===== config.mk =====
export PLATFORM = sky130hd
export DESIGN_NAME = outc_alloc
export DESIGN_NICKNAME = d
export VERILOG_FILES = /design/src/rtl/noc_pkg.sv /design/src/rtl/rr_arb.sv /design/src/rtl/outc_alloc.sv
export SDC_FILE = /design/constraint.sdc
export NUM_CORES = 1
export LEC_CHECK = 0
export ABC_CLOCK_PERIOD_IN_PS = 6200
export CAP_MARGIN = 20
export CORE_UTILIZATION = 44
export DETAILED_ROUTE_END_ITERATION = 8
export PLACE_DENSITY = 0.78
export SYNTH_ARGS = -nofsm -noshare
export SYNTH_HDL_FRONTEND = slang
export SYNTH_HIERARCHICAL = 1
export SYNTH_SLANG_ARGS = --single-unit

===== constraint.sdc =====
create_clock -name clk -period 6.2 [get_ports clk]
set_input_delay 1.24 -clock clk [delete_from_list [all_inputs] [get_ports clk]]
set_output_delay 1.24 -clock clk [all_outputs]
set_load 0.01 [all_outputs]

===== src/rtl/noc_pkg.sv =====
// Shared NoC constants, flit type codes and the output allocator state type.
package noc_pkg;

  localparam int PORT_N   = 5;
  localparam int PORT_W   = $clog2(PORT_N);
  localparam int VCH_N    = 2;
  localparam int VCH_W    = 1;
  localparam int DATA_W   = 16;
  localparam int TYPE_MSB = 15;
  localparam int TYPE_LSB = 14;

  localparam logic [TYPE_MSB-TYPE_LSB:0] TYPE_HEAD     = 2'b00;
  localparam logic [TYPE_MSB-TYPE_LSB:0] TYPE_BODY     = 2'b01;
  localparam logic [TYPE_MSB-TYPE_LSB:0] TYPE_TAIL     = 2'b10;
  localparam logic [TYPE_MSB-TYPE_LSB:0] TYPE_HEADTAIL = 2'b11;

  typedef enum logic {
    ALLOC_IDLE = 1'b0,
    ALLOC_BUSY = 1'b1
  } alloc_state_t;

  // True for the flit types that close a packet.
  function automatic logic flit_is_last(input logic [TYPE_MSB-TYPE_LSB:0] kind);
    return (kind == TYPE_TAIL) || (kind == TYPE_HEADTAIL);
  endfunction

endpackage


===== src/rtl/rr_arb.sv =====
// Round-robin arbiter: the first requester at or after ptr (wrapping) wins.
module rr_arb
  import noc_pkg::*;
(
  input  logic [PORT_N-1:0] req,
  input  logic [PORT_W-1:0] ptr,
  output logic [PORT_N-1:0] gnt
);

  logic              found;
  logic [PORT_W-1:0] idx;

  // Scan requesters starting at the pointer and grant the first one found.
  always_comb begin
    gnt   = '0;
    found = 1'b0;
    idx   = '0;
    for (int i = 0; i < PORT_N; i++) begin
      idx = PORT_W'((int'(ptr) + i) % PORT_N);
      if (!found && req[idx]) begin
        gnt[idx] = 1'b1;
        found    = 1'b1;
      end
    end
  end

endmodule


===== src/rtl/outc_alloc.sv =====
// Output channel allocator: grants one input packet at a time onto this
// output, forwards its flits with one cycle latency and tracks downstream
// credits per virtual channel.
module outc_alloc
  import noc_pkg::*;
#(
  parameter int ROUTERID  = 0,
  parameter int PCHID     = 0,
  parameter int BUF_DEPTH = 4
) (
  input  logic                           clk,
  input  logic                           rst,
  input  logic [PORT_N-1:0]              req_i,
  input  logic [PORT_N-1:0][VCH_W-1:0]   vch_i,
  input  logic [PORT_N-1:0]              send_i,
  input  logic [PORT_N-1:0][DATA_W-1:0]  data_i,
  input  logic [VCH_N-1:0]               credit_i,
  output logic [PORT_N-1:0]              grt_o,
  output logic [VCH_N-1:0]               lck_o,
  output logic [VCH_N-1:0]               rdy_o,
  output logic                           valid_o,
  output logic [DATA_W-1:0]              data_o,
  output logic [VCH_W-1:0]               vch_o,
  output logic                           err_o
);

  localparam int CNT_W = $clog2(BUF_DEPTH + 1);

  // Negative indices or an empty downstream buffer make no sense here.
  if (ROUTERID < 0 || PCHID < 0 || BUF_DEPTH < 1) begin : g_param_check
    $error("outc_alloc: invalid ROUTERID/PCHID/BUF_DEPTH");
  end

  alloc_state_t                  state_q, state_d;
  logic [PORT_W-1:0]             rr_ptr_q, owner_q, win_idx;
  logic [VCH_W-1:0]              owner_vc_q, vch_q;
  logic                          seen_q, valid_q, err_q;
  logic [PORT_N-1:0]             elig, arb_gnt, grt_q;
  logic [VCH_N-1:0]              lck_q, lck_new, dec;
  logic [VCH_N-1:0][CNT_W-1:0]   cnt_q;
  logic [DATA_W-1:0]             flit, data_q;
  logic                          accept, last_flit, abort, grant;

  assign accept    = (state_q == ALLOC_BUSY) && send_i[owner_q];
  assign flit      = data_i[owner_q];
  assign last_flit = flit_is_last(flit[TYPE_MSB:TYPE_LSB]);
  assign abort     = (state_q == ALLOC_BUSY) && !accept && !req_i[owner_q] && !seen_q;

  // A VC is ready whenever its downstream buffer has room for a flit.
  always_comb begin
    rdy_o = '0;
    for (int v = 0; v < VCH_N; v++) begin
      rdy_o[v] = (cnt_q[v] != '0);
    end
  end

  // Only idle-state requests whose target VC has credit compete for the output.
  always_comb begin
    elig = '0;
    for (int p = 0; p < PORT_N; p++) begin
      elig[p] = (state_q == ALLOC_IDLE) && req_i[p] && rdy_o[vch_i[p]];
    end
  end

  rr_arb u_arb (
    .req (elig),
    .ptr (rr_ptr_q),
    .gnt (arb_gnt)
  );

  // Convert the one-hot winner into a port index and its requested VC lock.
  always_comb begin
    win_idx = '0;
    for (int p = 0; p < PORT_N; p++) begin
      if (arb_gnt[p]) win_idx = PORT_W'(p);
    end
    lck_new = '0;
    lck_new[vch_i[win_idx]] = 1'b1;
  end

  // Which VC counter loses a credit to the flit accepted this cycle.
  always_comb begin
    dec = '0;
    for (int v = 0; v < VCH_N; v++) begin
      dec[v] = accept && (owner_vc_q == VCH_W'(v));
    end
  end

  // Next state: grant from idle, release on the closing flit or an early abort.
  always_comb begin
    state_d = state_q;
    grant   = 1'b0;
    case (state_q)
      ALLOC_IDLE: begin
        if (|elig) begin
          state_d = ALLOC_BUSY;
          grant   = 1'b1;
        end
      end
      ALLOC_BUSY: begin
        if ((accept && last_flit) || abort) state_d = ALLOC_IDLE;
      end
      default: state_d = ALLOC_IDLE;
    endcase
  end

  // State register.
  always_ff @(posedge clk) begin
    if (rst) state_q <= ALLOC_IDLE;
    else     state_q <= state_d;
  end

  // Packet ownership, round-robin pointer and the registered grant/lock outputs.
  always_ff @(posedge clk) begin
    if (rst) begin
      rr_ptr_q   <= '0;
      owner_q    <= '0;
      owner_vc_q <= '0;
      seen_q     <= 1'b0;
      grt_q      <= '0;
      lck_q      <= '0;
    end else begin
      if (grant) begin
        owner_q    <= win_idx;
        owner_vc_q <= vch_i[win_idx];
        rr_ptr_q   <= (win_idx == PORT_W'(PORT_N - 1)) ? '0 : win_idx + PORT_W'(1);
        grt_q      <= arb_gnt;
        lck_q      <= lck_new;
        seen_q     <= 1'b0;
      end else if (state_d == ALLOC_IDLE) begin
        grt_q <= '0;
        lck_q <= '0;
      end
      if (accept) seen_q <= 1'b1;
    end
  end

  // Forward accepted flits one cycle later; data and VC hold between flits.
  always_ff @(posedge clk) begin
    if (rst) begin
      valid_q <= 1'b0;
      data_q  <= '0;
      vch_q   <= '0;
    end else begin
      valid_q <= accept;
      if (accept) begin
        data_q <= flit;
        vch_q  <= owner_vc_q;
      end
    end
  end

  // Credit counters saturate at 0 and BUF_DEPTH, flagging a sticky error when they would wrap.
  always_ff @(posedge clk) begin
    if (rst) begin
      for (int v = 0; v < VCH_N; v++) cnt_q[v] <= CNT_W'(BUF_DEPTH);
      err_q <= 1'b0;
    end else begin
      for (int v = 0; v < VCH_N; v++) begin
        if (dec[v] && !credit_i[v]) begin
          if (cnt_q[v] == '0) err_q <= 1'b1;
          else                cnt_q[v] <= cnt_q[v] - CNT_W'(1);
        end else if (credit_i[v] && !dec[v]) begin
          if (cnt_q[v] == CNT_W'(BUF_DEPTH)) err_q <= 1'b1;
          else                               cnt_q[v] <= cnt_q[v] + CNT_W'(1);
        end
      end
    end
  end

  assign grt_o   = grt_q;
  assign lck_o   = lck_q;
  assign valid_o = valid_q;
  assign data_o  = data_q;
  assign vch_o   = vch_q;
  assign err_o   = err_q;

endmodule

## Word-level counts from Yosys, hierarchy flattened

Index checks and enable logic that the tools add are counted.
Widths: inputs -> output; s select.

- Add/subtract/negate cells: 9
- Div/mod/pow operators: 5
- Magnitude comparators: 19
- Equal/unequal tests: 10
- Muxes and demuxes: 80
- Bitwise logic cells: 6
- Reductions and logical operators: 54

Operators with widths:

| cell | number |
|---|---|
| $mod 32x4->32 const B | 4 |
| $bmux 16 s3 | 1 |
| $mux 1 | 42 |
| $mux 3 | 12 |
| $mux 5 | 7 |
| $mod 4x4->32 const B | 1 |
| $logic_and 1x1->1 | 31 |
| $lt 3x4->1 const B | 7 |
| $bmux 1 s3 | 8 |
| $or 5x5->5 | 4 |
| $mux 16 | 1 |
| $demux 1 s3 | 5 |
| $ge 3x1->1 const B | 5 |
| $lt 1x2->1 const B | 6 |
| $logic_not 1->1 | 11 |
| $add 3x1->3 const B | 3 |
| $eq 3x3->1 const B | 3 |
| $add 3x2->4 const B | 2 |
| $ne 2x2->1 const B | 4 |
| $logic_not 3->1 | 2 |
| $reduce_and 3->1 | 2 |
| $reduce_bool 2->1 | 3 |
| $reduce_bool 3->1 | 2 |
| $sub 3x1->3 const B | 2 |
| 11 further kinds | 15 |

- Bits in registers: 41
- Bits of input ports: 99
- Output and inout bits: 28
- Word-level logic and storage cells: 196

## Longest topological paths before layout

- Word-level depth: 30
- Gate-level depth with buffers: 25
- Gate-level depth less buffers: 24

## Modules after synthesis

The synthesis kept the hierarchy.

By module, submodules not included:

| module | instances | cells an instance | area an instance (um^2) | sequential area each (um^2) |
|---|---|---|---|---|
| outc_alloc | 1 | 260 | 2601.2 | 820.8 |
| rr_arb | 1 | 255 | 1781.7 | 0.0 |

## Worst setup path before layout

Ideal clock, no wire load.

- Path type: flip-flop to flip-flop
- Start: register rr_ptr_q[0]
- End: register lck_q[0] (netlist: lck_o[0])
- Library setup time: 0.117 ns
- Data arrival time: 5.662 ns
- Required time: 6.083 ns
- Slack: 0.422 ns
- Cell stages (with the launch flop): 24
- Path buffers: 2
- Period minus slack after synthesis: 5.778 ns
- Cells stage by stage: dfxtp_1 -> inv_1 -> clkbuf_1 -> ha_1 -> clkbuf_1 -> inv_1 -> ha_1 -> nor3_1 -> or3_1 -> nand2_1 -> ha_1 -> nand2b_1 -> nor3b_1 -> a221oi_4 -> mux2i_1 -> a2111oi_4 -> a21boi_2 -> nor4b_1 -> or4_1 -> nor2b_1 -> a211oi_1 -> o22a_1 -> nor2_1 -> a22o_1

- Elaborated cells between the ends (all ways): 77
- Those cells by class: add/sub (4); div (5); order compare (12); mux (38); bitwise (4); reduce/logical (14)

RTL lines:

| element | RTL line | text |
|---|---|---|
| start: declaration | outc_alloc.sv:35 | `logic [PORT_W-1:0] rr_ptr_q, owner_q, win_idx;` |
| start signal: assignment | outc_alloc.sv:126 | `rr_ptr_q <= (win_idx == PORT_W'(PORT_N - 1)) ? '0 : win_idx + PORT_W'(1);` |
| parallel branches: the longest is 15 deep, another holds $mod 32x4->32 | -- |  |
| $mux 5 * | rr_arb.sv:20 | `if (!found && req[idx]) begin` |
| net arb_gnt[2] | outc_alloc.sv:38 | `logic [PORT_N-1:0] elig, arb_gnt, grt_q;` |
| $mux 3 * (3 in a row) | outc_alloc.sv:75 | `if (arb_gnt[p]) win_idx = PORT_W'(p);` |
| $bmux 1 s3 * | outc_alloc.sv:78 | `lck_new[vch_i[win_idx]] = 1'b1;` |
| $mux 1 (implied by the code) * | outc_alloc.sv:78 |  |
| $lt 1x2->1 (implied by the code) / $ge 1x1->1 (equally long branches) | outc_alloc.sv:78 |  |
| $logic_and 1x1->1 (implied by the code) | outc_alloc.sv:78 |  |
| $mux 1 (implied by the code) | outc_alloc.sv:78 |  |
| $demux 1 s1 * | outc_alloc.sv:78 |  |
| $mux 2 * | outc_alloc.sv:123 | `if (grant) begin` |
| end signal: assignment | outc_alloc.sv:128 | `lck_q <= lck_new;` |
| end: declaration | outc_alloc.sv:39 | `logic [VCH_N-1:0] lck_q, lck_new, dec;` |

Mark *: on every way through the listed nets, which the timed path passes. The select of a mux whose other input is x is not followed.
A chain may end at the register's enable or synchronous reset.

## Final worst setup path

- Start: register rr_ptr_q[1]
- End: register lck_q[0] (netlist: lck_o[0])

The elaborated chain is that of the path after synthesis.

==> reports/qor.yml <==
synthSimpleGateAreaFrac_pct: 21.3
dr.first_iter.drc_count: 314
min_path_type: "reg2reg"
period_share_pct: 93.5
finalSetupViolCount: 0
fin_ws_ns: 0.406
first_pass_iters: 6
ant_nets: 0
power.leakage_nw: 2.24
num_io_pins: 127
cp_max_fo: 8
slew_violations: 0
finalHoldViolCount: 0
portBuffers: 126
antenna_found_initial: 0
gp_congestion: 0.946
clk_path_buf_depth: 2
syn-mean-instance-area_um2: 8.51
chipWidth_um: 102
nFillCells: 863
nets: 762
grt-ovfl-total: 0
drive_gt1_share_pct: 11.5
status: "finished clean"
clk_pin_slew_worst_paths_ns: 0.09
yosysUniqueCellTypes: 76
post-route-drc-count: 0
rsz0062_at_grt: "no"
synthCells: 515
final_cell_count_no_fill: 767
vias_per_cell: 5.86
synth_compound_area_share_pct: 26.7
cts_root_buf: "clkbuf_8"
fin_crit_ns: 5.79
swShare_pct: 49.1
rows: 36
syn_nets: 643
cts_made_buffers: 5
pwr-share-comb_pct: 76.5
post-place-ws_ns: 0.437
maxSlewHeadroom_pct: 30.1
worstSetupPathType: "reg2reg"
start_util_pct: 45.0
grt_usage_pct: 25.6
worstPathArrival_ns: 5.99
power_frac_seq_pct: 14.8
vias: 4495
grt_pass1_vias: 4249
placedCellCount: 760
setup.worst_path.start_class: "register"
yosysWarnings: 6
drt_wl_total_um: 13200
clock-sinks: 41
seq_area_frac_synth_pct: 18.7
end_kind: "register"
finalSetupTns_ns: 0
synth-seq-cells: 41
p_clk_share_pct: 8.7
synthMuxAreaShare_pct: 16.2
synth_edf_count: 0
p_int_mw: 1.29
cts_tree: "built"
switching_power_mw: 1.24
yosys.area_share.adder_pct: 8.45
routedWlPerCell_um: 17.2
h-tree-depth: 2
async_flop_share_pct: 0
core_um2: 9730
num_antenna_cells: 0
die_h_um: 102
postCtsSetupRepairBufs: 0
grt_first_pass_wirelength_um: 20700
synth-main-ff-cell: "dfxtp_1"
dieArea_um2: 10400
grt_max_degree: 38
worst_pin_slew_ns: 1.04
finalClockSkew_ns: 0.0101
maxClockFrequency_ghz: 0.173
p_per_area_nw_per_um2: 429
synth_top_family_by_area: "compound AO/OA/AOI/OAI gates"
synth_xor_area_share_pct: 2.40
area_growth_pct: 34.4
dpl.hpwl_um: 10600
clock_latency_ns: 0.30
maxCapViolCount: 0
irDropWorstVdd_mv: 0.193
synthesis.area_um2: 4380
critPathRequiredTime_ns: 6.40
-- flip-flops by register name (all words and copies together) (netlist names) --
name        flops
rr_ptr_q        3
grt_o           5
seen_q          1
valid_o         1
owner_vc_q      1
data_o         16
err_o           1
owner_q         3
cnt_q           6
state_q         1
vch_o           1
lck_o           2
-- power by group through the flow --
stage | Clock, mW | Combinational, mW | Sequential [mW]
6_report | 0.219 | 1.93 | 0.374
5_1_grt | 0.234 | 2.13 | 0.381
4_1_cts | 0.223 | 1.91 | 0.374
3_5_place_dp | 0 | 1.89 | 0.379
3_3_place_gp | 0 | 1.84 | 0.379
2_1_floorplan | 0 | 1.39 | 0.390
-- cells in the final DEF, fill, tap and decap left out, drive strengths merged, types with 5 or more instances in the layout --
cell / count
nand2: 28
nor4: 6
a211oi: 7
nand3b: 5
o21ai: 25
o22ai: 5
ha: 28
a21oi: 38
nor3: 11
xnor2: 5
dfxtp: 41
o211ai: 10
a2111oi: 8
clkbuf: 5
a22o: 22
nor2: 44
nand3: 19
buf: 14
xor2: 7
nand2b: 13
mux2i: 25
mux4: 19
nor3b: 5
inv: 35
clkdlybuf4s50: 126
nor2b: 10
or3: 5
-- metal layers --
| layer | track usage (%) | share of wire [%] | vias to the layer above | wire [um] |
|---|---|---|---|---|
| met4 | 9.25 | 2.9 | 0 | 380 |
| li1 | - | - | 2179 | - |
| met2 | 45.3 | 50 | 205 | 6650 |
| met3 | 4.83 | 6.9 | 27 | 906 |
| met1 | 30.6 | 40 | 2084 | 5270 |
| met5 | 0 | 0 | - | 0 |
-- per-stage QoR --
step	utilization, %	total power, mW	instance area [um2]	hold slack [ns]
floorplan	-	1.78	4380	0.457
global route	60.6	2.74	5890	0.511
detailed placement	59.4	2.27	5780	0.473
global placement	59.4	2.22	5780	0.465
finish	60.6	2.53	5890	0.487
CTS	60.5	2.50	5890	0.493
-- synth_stat cells (11+ instances only) --
| master | n | area share (%) |
|---|---|---|
| a21oi_1 | 33 | 3.8 |
| a22o_1 | 22 | 4.4 |
| mux2i_1 | 25 | 5.7 |
| mux4_2 | 19 | 9.8 |
| nand3_1 | 19 | 2.2 |
| ha_1 | 28 | 8.0 |
| inv_1 | 31 | 2.7 |
| nor2_1 | 44 | 3.8 |
| o21ai_0 | 20 | 2.3 |
| clkbuf_1 | 11 | 0.94 |
| buf_2 | 12 | 1.4 |
| nand2b_1 | 13 | 1.9 |
| dfxtp_1 | 41 | 19 |
| nand2_1 | 28 | 2.4 |
-- logic make-up after synthesis --
| kind of cell | count (synthesis) |
|---|---|
| fa+ha+maj | 29 |
| compound gates | 152 |
| mux | 47 |
| buf+inv | 63 |
| flops | 41 |
| xor+xnor | 12 |
| simple gates | 171 |
-- worst max-delay path, stage by stage, from the launching register on --
cell and delay [ns]:
dfxtp_1 0.32, inv_1 0.08, ha_1 0.28, inv_1 0.15, ha_1 0.38, inv_1 0.14, ha_1 0.21, nor3_2 0.07
o21ai_0 0.38, nand2_1 0.19, ha_1 0.22, nand2b_1 0.19, nor3b_1 0.19, a221oi_4 0.38, mux2i_1 0.22, a2111oi_4 0.41
a21boi_2 0.32, nor4b_1 0.09, or4_1 0.61, nor2b_1 0.17, a211oi_1 0.24, o22a_1 0.22, nor2_1 0.05, a22o_1 0.18
-- timing repair --
| item | in CTS | in global routing |
|---|---|---|
| resized for setup | 0 | 1 |
| hold buffers | 0 | 0 |
| setup endpoints to repair | 0 | 2 |
-- cell type report --
class                      count  area [um2]  share of cell area (%)
inverter                      35         134                    2.27
clock buffer                   5        68.8                    1.17
timing repair buffer         140        1370                    23.2
sequential                    41         821                    13.9
clock inverter                 2        35.0                   0.595
multi-input combinational    411        3300                    56.0
tap                          133         166                    2.82
-- path summary, 6_finish.rpt --
path                                               start                    end  slack (ns)  cells past startpoint
worst max-delay path            rr_ptr_q[1]$_SDFFE_PP0P_  lck_o[0]$_SDFFE_PP0P_        0.41                     23
worst min-delay path               grt_o[0]$_SDFFE_PP0P_  grt_o[0]$_SDFFE_PP0P_        0.49                      1
worst max register to register  rr_ptr_q[1]$_SDFFE_PP0P_  lck_o[0]$_SDFFE_PP0P_        0.41                     23
worst min register to register     grt_o[0]$_SDFFE_PP0P_  grt_o[0]$_SDFFE_PP0P_        0.49                      1
No activity file was read; power rests on OpenSTA's default activity.
